<file path="config.mk">
export PLATFORM = sky130hd
export DESIGN_NAME = mac_pipe
export DESIGN_NICKNAME = d
export VERILOG_FILES = /design/src/rtl/mac_pipe.sv
export SDC_FILE = /design/constraint.sdc
export NUM_CORES = 1
export LEC_CHECK = 0
export CAP_MARGIN = 0
export CORE_AREA = 2 2 101 103
export CTS_BUF_LIST = sky130_fd_sc_hd__clkbuf_2 sky130_fd_sc_hd__clkbuf_4 sky130_fd_sc_hd__clkbuf_8
export CTS_CLUSTER_DIAMETER = 120
export CTS_CLUSTER_SIZE = 16
export DETAILED_ROUTE_END_ITERATION = 12
export DIE_AREA = 0 0 103 105
export PLACE_DENSITY_LB_ADDON = 0.3
export SLEW_MARGIN = 0
export SYNTH_ARGS = -nofsm -noshare
export SYNTH_HDL_FRONTEND = slang
export SYNTH_SLANG_ARGS = --single-unit
</file>
<file path="constraint.sdc">
create_clock -name clk -period 8.6 [get_ports clk]
set_input_delay 1.29 -clock clk [delete_from_list [all_inputs] [get_ports clk]]
set_output_delay 1.29 -clock clk [all_outputs]
set_load 0.01 [all_outputs]
</file>
<file path="src/rtl/mac_pipe.sv">
// mac_pipe: three-stage pipelined signed multiply-accumulate with sticky overflow
// and selectable wrap or saturate arithmetic.
module mac_pipe #(
    parameter int IN_W  = 8,
    parameter int ACC_W = 20,
    parameter bit SAT   = 1'b0
) (
    input  logic             clk,
    input  logic             reset,
    input  logic [IN_W-1:0]  a,
    input  logic [IN_W-1:0]  b,
    input  logic             valid_in,
    input  logic             clear_in,
    output logic [ACC_W-1:0] f,
    output logic             valid_out,
    output logic             overflow
);
    localparam int PW = 2 * IN_W;
    logic              v1_q, c1_q, v2_q, c2_q, v3_q, ovf_q, ovf_d;
    logic [IN_W-1:0]   a_q, b_q;
    logic [PW-1:0]     p_q, p_d;
    logic [ACC_W-1:0]  f_q, f_d;
    logic [ACC_W:0]    p_ext, s;
    logic              s_ovf;
    assign p_d   = $signed({{IN_W{a_q[IN_W-1]}}, a_q}) * $signed({{IN_W{b_q[IN_W-1]}}, b_q});
    assign p_ext = {{(ACC_W + 1 - PW){p_q[PW-1]}}, p_q};
    assign s     = {f_q[ACC_W-1], f_q} + p_ext;
    // The sum is one bit wider than f; it fits only if its top two bits agree.
    assign s_ovf = s[ACC_W] ^ s[ACC_W-1];
    // Rail value: sign bit of s followed by its complement gives max for s>0, min for s<0.
    assign f_d   = c2_q ? p_ext[ACC_W-1:0]
                 : (s_ovf && SAT) ? {s[ACC_W], {(ACC_W - 1){~s[ACC_W]}}}
                 : s[ACC_W-1:0];
    assign ovf_d = !c2_q && (ovf_q || s_ovf);
    always_ff @(posedge clk or negedge reset) begin
        if (!reset) begin
            v1_q  <= 1'b0;
            c1_q  <= 1'b0;
            a_q   <= '0;
            b_q   <= '0;
            v2_q  <= 1'b0;
            c2_q  <= 1'b0;
            p_q   <= '0;
            v3_q  <= 1'b0;
            f_q   <= '0;
            ovf_q <= 1'b0;
        end else begin
            v1_q <= valid_in;
            v2_q <= v1_q;
            v3_q <= v2_q;
            if (valid_in) begin
                a_q  <= a;
                b_q  <= b;
                c1_q <= clear_in;
            end
            if (v1_q) begin
                p_q  <= p_d;
                c2_q <= c1_q;
            end
            if (v2_q) begin
                f_q   <= f_d;
                ovf_q <= ovf_d;
            end
        end
    end
    assign f         = f_q;
    assign valid_out = v3_q;
    assign overflow  = ovf_q;
endmodule

</file>
After elaboration in Yosys (flattened, before gate mapping)
Index checks and enable logic that the tools add are counted.
{"block": "totals", "regBits": 58, "latch_bits": 0, "ram_bits": 0, "rom_bits": 0, "in_bits": 20, "output_inout_bits": 22, "wordCells": 17, "mem_count": 0}
{"block": "classes", "addsub": 1, "multipliers": 1, "div": 0, "magnitude_cmp": 0, "eq_ne": 0, "shifts": 0, "n_mux": 1, "bitwise": 1, "n_reduce_logical": 3}
{"cell": "$add A20 B16 Y21", "n": 1}
{"cell": "$mux W20", "n": 1}
{"cell": "$mul A8 B8 Y16", "n": 1}
{"cell": "$logic_and A1 B1 Y1", "n": 1}
{"cell": "$logic_not A1 Y1", "n": 1}
{"cell": "$logic_or A1 B1 Y1", "n": 1}
{"cell": "$xor A1 B1 Y1", "n": 1}

Depth between registers and ports, before layout
Gate-level depths: netlist (run 1).
{"block": "depth", "ltp_word": 4, "ltp_mapped": 18, "depth_no_buf": 17}

Worst setup path after synthesis (run 1)
OpenSTA, ideal clock, no wires.
{"block": "synth_timing", "kind": "reg-to-reg", "start": "reg a_q[7]", "end": "reg p_q[15]", "setup_ns": 0.125, "t_arrival_ns": 4.563, "t_required_ns": 8.475, "setup_slack_ns": 3.912, "stages_incl_launch_ff": 16, "n_path_buf": 0, "period_less_slack_ns": 4.688, "path_cell_list": "dfrtp_1 > and2_1 > fa_1 > inv_1 > fa_1 > inv_1 > fa_1 > inv_1 > fa_1 > inv_1 > ha_1 > or2_2 > a2111oi_0 > nor3_1 > xnor2_1 > mux2_2"}
{"block": "synth_via", "elab_chain_len": 1}
{"element": "start, declared", "line_no": "20", "text": "logic [IN_W-1:0] a_q, b_q;"}
{"element": "start signal, assigned", "line_no": "39", "text": "a_q <= '0;"}
{"element": "start signal, assigned", "line_no": "52", "text": "a_q <= a;"}
{"element": "$mul A8 B8 Y16", "line_no": "25", "text": "assign p_d = $signed({{IN_W{a_q[IN_W-1]}}, a_q}) * $signed({{IN_W{b_q[IN_W-1]}}, b_q});"}
{"element": "end signal, assigned", "line_no": "57", "text": "p_q <= p_d;"}
{"element": "end, declared", "line_no": "21", "text": "logic [PW-1:0] p_q, p_d;"}
Every way passes these cells.
A chain may end at the register's enable or synchronous reset.

Worst setup path in the final report (run 1)
{"block": "layout_timing", "start": "reg b_q[3]", "end": "reg p_q[15]"}
{"block": "layout_via", "elab_chain_len": 1}
{"element": "start, declared", "line_no": "20"}
{"element": "start signal, assigned", "line_no": "40", "text": "b_q <= '0;"}
{"element": "start signal, assigned", "line_no": "53", "text": "b_q <= b;"}
{"element": "$mul A8 B8 Y16", "line_no": "25"}
Every way passes these cells.

==> metrics, run 1 <==
Antenna Nets Post-Route=0; outcome=completed; RSZ-0062 raised after global routing=false; Max Clk Rate=0.200 GHz; Via Count=between 4000 and 5000; Final Power=roughly 2800 uW; GRT overflow=0; Residual DRC=0; vias per cell=about 5.4; diodes inserted=0; TNS Setup=0 ns; Critical Path Fanout Max=9; layout cells sized above 1=0.0902; met3 WL=396 microns; Synth Flop Type=dfrtp_1; CP Data Required Time=between 8 and 9 ns; Die Height=about 110 microns; Area Growth Syn to Fin=12.1%; CP startpoint kind=flop; WL/cell=roughly 14 microns; Mapped Nets=roughly 710; warnings from Yosys=0; total global-route track usage=0.227; Max VDD drop=216 uV; met2 WL=~5.3 mm; Crit path largest cell delay=approximately 0.67 ns; most common cell in the netlist=inv_1; Initial DRC Count=106; Hold Crit Class=reg -> reg; row count=36; max-slew violations=0; FFs w/ async S/R, synth=1.00; post-synthesis cell count=between 500 and 600; Post-CTS Resized=0; Top Ports=42; register area share after synthesis=0.256; CP max stage cell=fa_1; die area=around 11000 sq um; Lkg Pwr=approximately 0.003 uW; largest cells by area after synthesis=dfrtp_1, fa_1, ha_1; clock skew=roughly 0.0095 ns; htree depth=3; final hold vios=0; Buf/Inv on CP=4; setup ws final=about 3.6 ns; largest net degree at the start of global routing=just under 60; Final min period=5.00 ns; worst path cell trace=and2_1 -> fa_1 -> inv_1 -> fa_1 -> inv_1 -> fa_1 -> inv_1 -> fa_1 -> inv_1 -> ha_1 -> or2_2 -> a2111oi_0 -> nor3_1 -> xnor2_1 -> mux2_2; antenna violations before repair=0; vias in the first global route=4304; clk slew on worst S/H paths=around 0.070 ns; Setup-failing EPs final=0; CTS Buffer Depth=2; Clock Latency Late Sink=between 0.3 and 0.4 ns; Worst EP arrival=5.24 ns; First-pass DRT Iterations=4; uppermost routed layer=met4; synth unique cells=52; top cell type's share of synthesized area=0.256; cell family with most CP delay=adder cells; average size of a mapped cell=about 9.7 sq um; first-pass GRT wire length=~19 mm; Period Utilization, post-route=0.582; clock sink count=58; Pwr Density=446 nW/um^2; Post CTS Setup Buffer Count=0; area leader, netlist=dfrtp_1; dpl ws=roughly 3.6 ns; Die X=103 microns; Max-Cap Viols=0; slew margin rel.=0.403; # port buffers=41; TritonCTS buffer count=9; most common library cells after synthesis=inv_1, dfrtp_1, fa_1; Synth Cell Area=about 5700 sq um; Final Wtd Congestion=0.892; TritonCTS clock tree=yes; EDFF count, synth=0; DRT Wirelength=roughly 11 mm; Post-CTS Hold Fix Bufs=0; nets=between 700 and 800; Least-Margin Pin Slew=0.896 ns; placed cell area=roughly 6200 sq um; kind of critical path=reg -> reg; worst hold slack=~0.5 ns; #FFs+latches synth=58; core area=9640 sq um; dpl hpwl=around 8.5 mm; Starting Density=0.589; Crit. End Element=flop; CTS root buf=clkbuf_8; final instance area=roughly 6400 sq um; DRT met1 WL=4.81 mm
layout make-up:
cell class / count / area, sq um
Tap cell: 133 / 166
Sequential cell: 58 / 1450
Fill cell: 817 / 3280
Clock buffer: 14 / 168
Inverter: 93 / 349
Timing Repair Buffer: 43 / 420
Multi-Input combinational cell: 424 / 3810
worst min-delay path: cells and delay by family, from the launching register on:
kind | cells | cell delay, ns
flip-flops | 1 | 0.35
AND/OR/NAND/NOR | 1 | 0.05
AO/OA/AOI/OAI | 1 | 0.06
kinds of logic after synthesis:
kind of cell	after synthesis	synth area share
AND/OR/NAND/NOR	155	0.136
XOR/XNOR	28	0.0432
AO/OA/AOI/OAI	106	0.126
flip-flops	58	0.256
multiplexers	30	0.0593
adder cells (fa/ha/maj)	105	0.306
buffers and inverters	106	0.0736
final timing paths:
| path | from | endpoint | slack [ns] | cells after the start |
|---|---|---|---|---|
| worst max-delay path | b_q[3] | p_q[15] | 3.60 | 15 |
| worst min-delay path | c1_q | c2_q | 0.50 | 2 |
| worst max register to register | b_q[3] | p_q[15] | 3.60 | 15 |
| worst min register to register | c1_q | c2_q | 0.50 | 2 |
| max in group asynchronous | reset | a_q[6] | 7.03 | 2 |
| min in group asynchronous | reset | f[4] | 1.08 | 2 |
cells in the final DEF (no fill, tap or decap), types with 5 or more instances in the layout:
master           netlist  layout
fa_1                  56      56
mux2_2                25      25
o21a_1                 7       7
nand2_1               46      46
nor3_1                 9       9
xnor2_1               20      20
clkdlybuf4s50_1        0      40
ha_1                  49      49
and2_1                37      37
xor2_1                 8       8
a31oi_1                8       8
nand2b_1               9       9
o21ai_1                9       9
o211ai_1               5       5
clkbuf_8               2      10
a21o_1                10      10
a21oi_1               28      28
nand4_1                5       5
inv_1                 92      92
dfrtp_1               58      58
o21ai_0               12      12
nor2b_1                5       5
nor2_1                32      32
metal layers:
layer | global-route usage | vias to the layer above
li1 | - | 2037
met1 | 0.292 | 2001
met2 | 0.369 | 84
met3 | 0.0515 | 21
met4 | 0.0874 | 0
met5 | 0 | -
metrics by stage:
stage	cells	utilization
global placement	751	0.643
finish	765	0.660
global route	765	0.660
floorplan	588	-
detailed placement	751	0.643
CTS	765	0.660
report_power, final:
part	internal (uW)	leakage (uW)	switching, uW
clock	122	0.0000903	103
sequential	377	0.000684	99.5
combinational	1050	0.00219	1090
sequential cells by signal (all words and copies together), names as in the netlist, 8 cells and up:
name	cells
b_q	8
f	20
p_q	16
a_q	8
No activity file was read; power rests on OpenSTA's default activity.
==> inputs of run 2 (changes only) <==
- CORE_AREA: 2 2 101 103 -> 2 2 104 106
- DIE_AREA: 0 0 103 105 -> 0 0 106 108
- clock period: 8.6 -> 4.4 ns (I/O delays scaled with it)
==> metrics, run 2 (same netlist as run 1, synthesis figures left out) <==
outcome=finished, violations left; failing checks=setup timing; Crit path largest cell delay=0.52 ns (-0.15 ns); CTS Buffer Depth=2 (unchanged); worst path cell trace=and2_4 -> fa_1 -> inv_1 -> fa_1 -> inv_2 -> fa_1 -> inv_1 -> fa_1 -> inv_2 -> ha_4 -> or4_4 -> o22a_4 -> a21o_1 -> a21oi_2 -> xnor2_1 -> mux2_4; Starting Density=0.555 (-0.0341); Hold Crit Class=in -> async; Setup-failing EPs final=1 (+1); Initial DRC Count=145 (+37%); Reg2Reg Setup Slack=-0.07 ns (-3.67 ns); setup ws final=-0.0735 ns (-3.67 ns); RR Startpoint=a_q[7]; TritonCTS clock tree=yes; nets=802 (+6.4%); Top Ports=42 (unchanged); Area Growth Syn to Fin=24.0%; Die Height=108 microns (+2.9%); diodes inserted=0 (unchanged); CP max stage cell=fa_1; worst reg2reg endpoint=p_q[13]; max-slew violations=0 (unchanged); core area=10200 sq um (+6.1%); # port buffers=41 (unchanged); DRT Wirelength=12.0 mm (+11%); Max-Cap Viols=0 (unchanged); Via Count=4361 (+5.3%); Least-Margin Pin Slew=0.876 ns (-0.0194 ns); Critical Path Fanout Max=6 (-3); worst reg-to-reg path cell count=16 (+1); layout cells sized above 1=0.242 (+0.152); htree depth=3 (unchanged); most frequent CP cell=fa_1; WL/cell=14.7 microns (+4.0%); RSZ-0062 raised after global routing=true; commonest cells after routing, fill and taps aside=inv_1, dfrtp_1, fa_1; Residual DRC=0 (unchanged); Clock Latency Late Sink=0.35 ns (about the same); Final Wtd Congestion=0.888 (-0.55%); Worst EP arrival=4.70 ns (-0.54 ns); row count=37 (+2.8%); Crit. End Element=flop; TritonCTS buffer count=9 (unchanged); First-pass DRT Iterations=4 (unchanged); total global-route track usage=0.224 (-0.00253); first-pass GRT wire length=20.5 mm (+5.9%); Period Utilization, post-route=1.02 (+0.435); clock skew=0.0165 ns (+0.00699 ns); most common cell after layout, fill and taps aside=inv_1; kind of critical path=reg -> reg; slew margin rel.=0.416 (+0.0130); antenna violations before repair=0 (unchanged); vias per cell=5.33 (-1.6%); CP Data Required Time=4.63 ns (-4.21 ns); CTS root buf=clkbuf_8; final hold vios=0 (unchanged); Max Clk Rate=0.224 GHz (+12%); CP startpoint kind=flop; GRT overflow=0 (unchanged); largest net degree at the start of global routing=46 (-22%); number of flip-flops in the largest register=20 (unchanged); vias in the first global route=4628 (+7.5%); clock sink count=58 (unchanged); TNS Setup=-0.0735 ns (-0.0735 ns); clk slew on worst S/H paths=0.08 ns (about the same); Final min period=4.47 ns (-0.531 ns); die area=11400 sq um (+5.9%); Die X=106 microns (+2.9%); dpl hpwl=9.23 mm (+8.3%); Antenna Nets Post-Route=0 (unchanged)
[run 2: cell count changes in the layout (fill, tap and decap cells not counted), moves of 7 or more]
cell and change:
buf_4 +41, inv_1 -13, inv_2 +12, and2_1 -10, and2_4 +10, ha_1 -9, buf_6 +7, dfrtp_1 -7
dfrtp_2 +7
[run 2: layout make-up]
type | instances | area, sq um
multi-input cells | 424 | 4000
fillers | 764 | 3190
flip-flops and latches | 58 | 1460
repair buffers | 91 | 807
inverters | 93 | 353
clock buffers | 13 | 179
well taps | 136 | 170
clock inverters | 3 | 68.8
[run 2: stage by stage]
stage          setup slack [ns]  hold slack [ns]  utilization  std cells  instance area (sq um)
2_1_floorplan           0.00994            0.352            -        588                   5730
5_1_grt                  -0.187            0.289        0.688        818                   7040
4_1_cts                 -0.0616            0.276        0.669        808                   6850
3_5_place_dp            -0.0782            0.465        0.637        790                   6520
6_report                -0.0735            0.263        0.688        818                   7040
3_3_place_gp            -0.0124            0.466        0.637        790                   6520
[run 2: how the worst max path moves through the flow]
stage            from      end  slack, ns  depth (start not counted)
2_1_floorplan  b_q[4]  p_q[15]       0.01                         15
3_3_place_gp   a_q[5]  p_q[13]      -0.01                         15
3_5_place_dp   b_q[6]  p_q[13]      -0.08                         14
4_1_cts        a_q[3]  p_q[13]      -0.06                         13
5_1_grt        a_q[7]  p_q[13]      -0.19                         16
6_report       a_q[7]  p_q[13]      -0.07                         16
[run 2: layer usage]
layer,track usage,share of wire
met2,0.418,0.51
met4,0.0667,0.024
met1,0.267,0.43
met5,0,0
met3,0.0368,0.033
[run 2: critical path: cells and delay by family (launching register included)]
family	cells	cell delay, ns
adder cells (fa/ha/maj)	5	2.17
XOR/XNOR	1	0.08
buffers and inverters	4	0.21
flip-flops	1	0.44
AO/OA/AOI/OAI	3	0.53
multiplexers	1	0.25
AND/OR/NAND/NOR	2	0.68
[run 2: repair_timing]
| action | 4_1_cts | 5_1_grt |
|---|---|---|
| pin swaps | 26 | 45 |
| endpoints found under the setup margin | 3 | 5 |
| buffers inserted | 2 | 10 |
| resized for setup | 23 | 37 |
| hold buffers | 0 | 0 |
Power of run 2 is left out: the tool's default activity adds up to more than one toggle a clock period on the data nets, which glitch-free logic cannot reach.
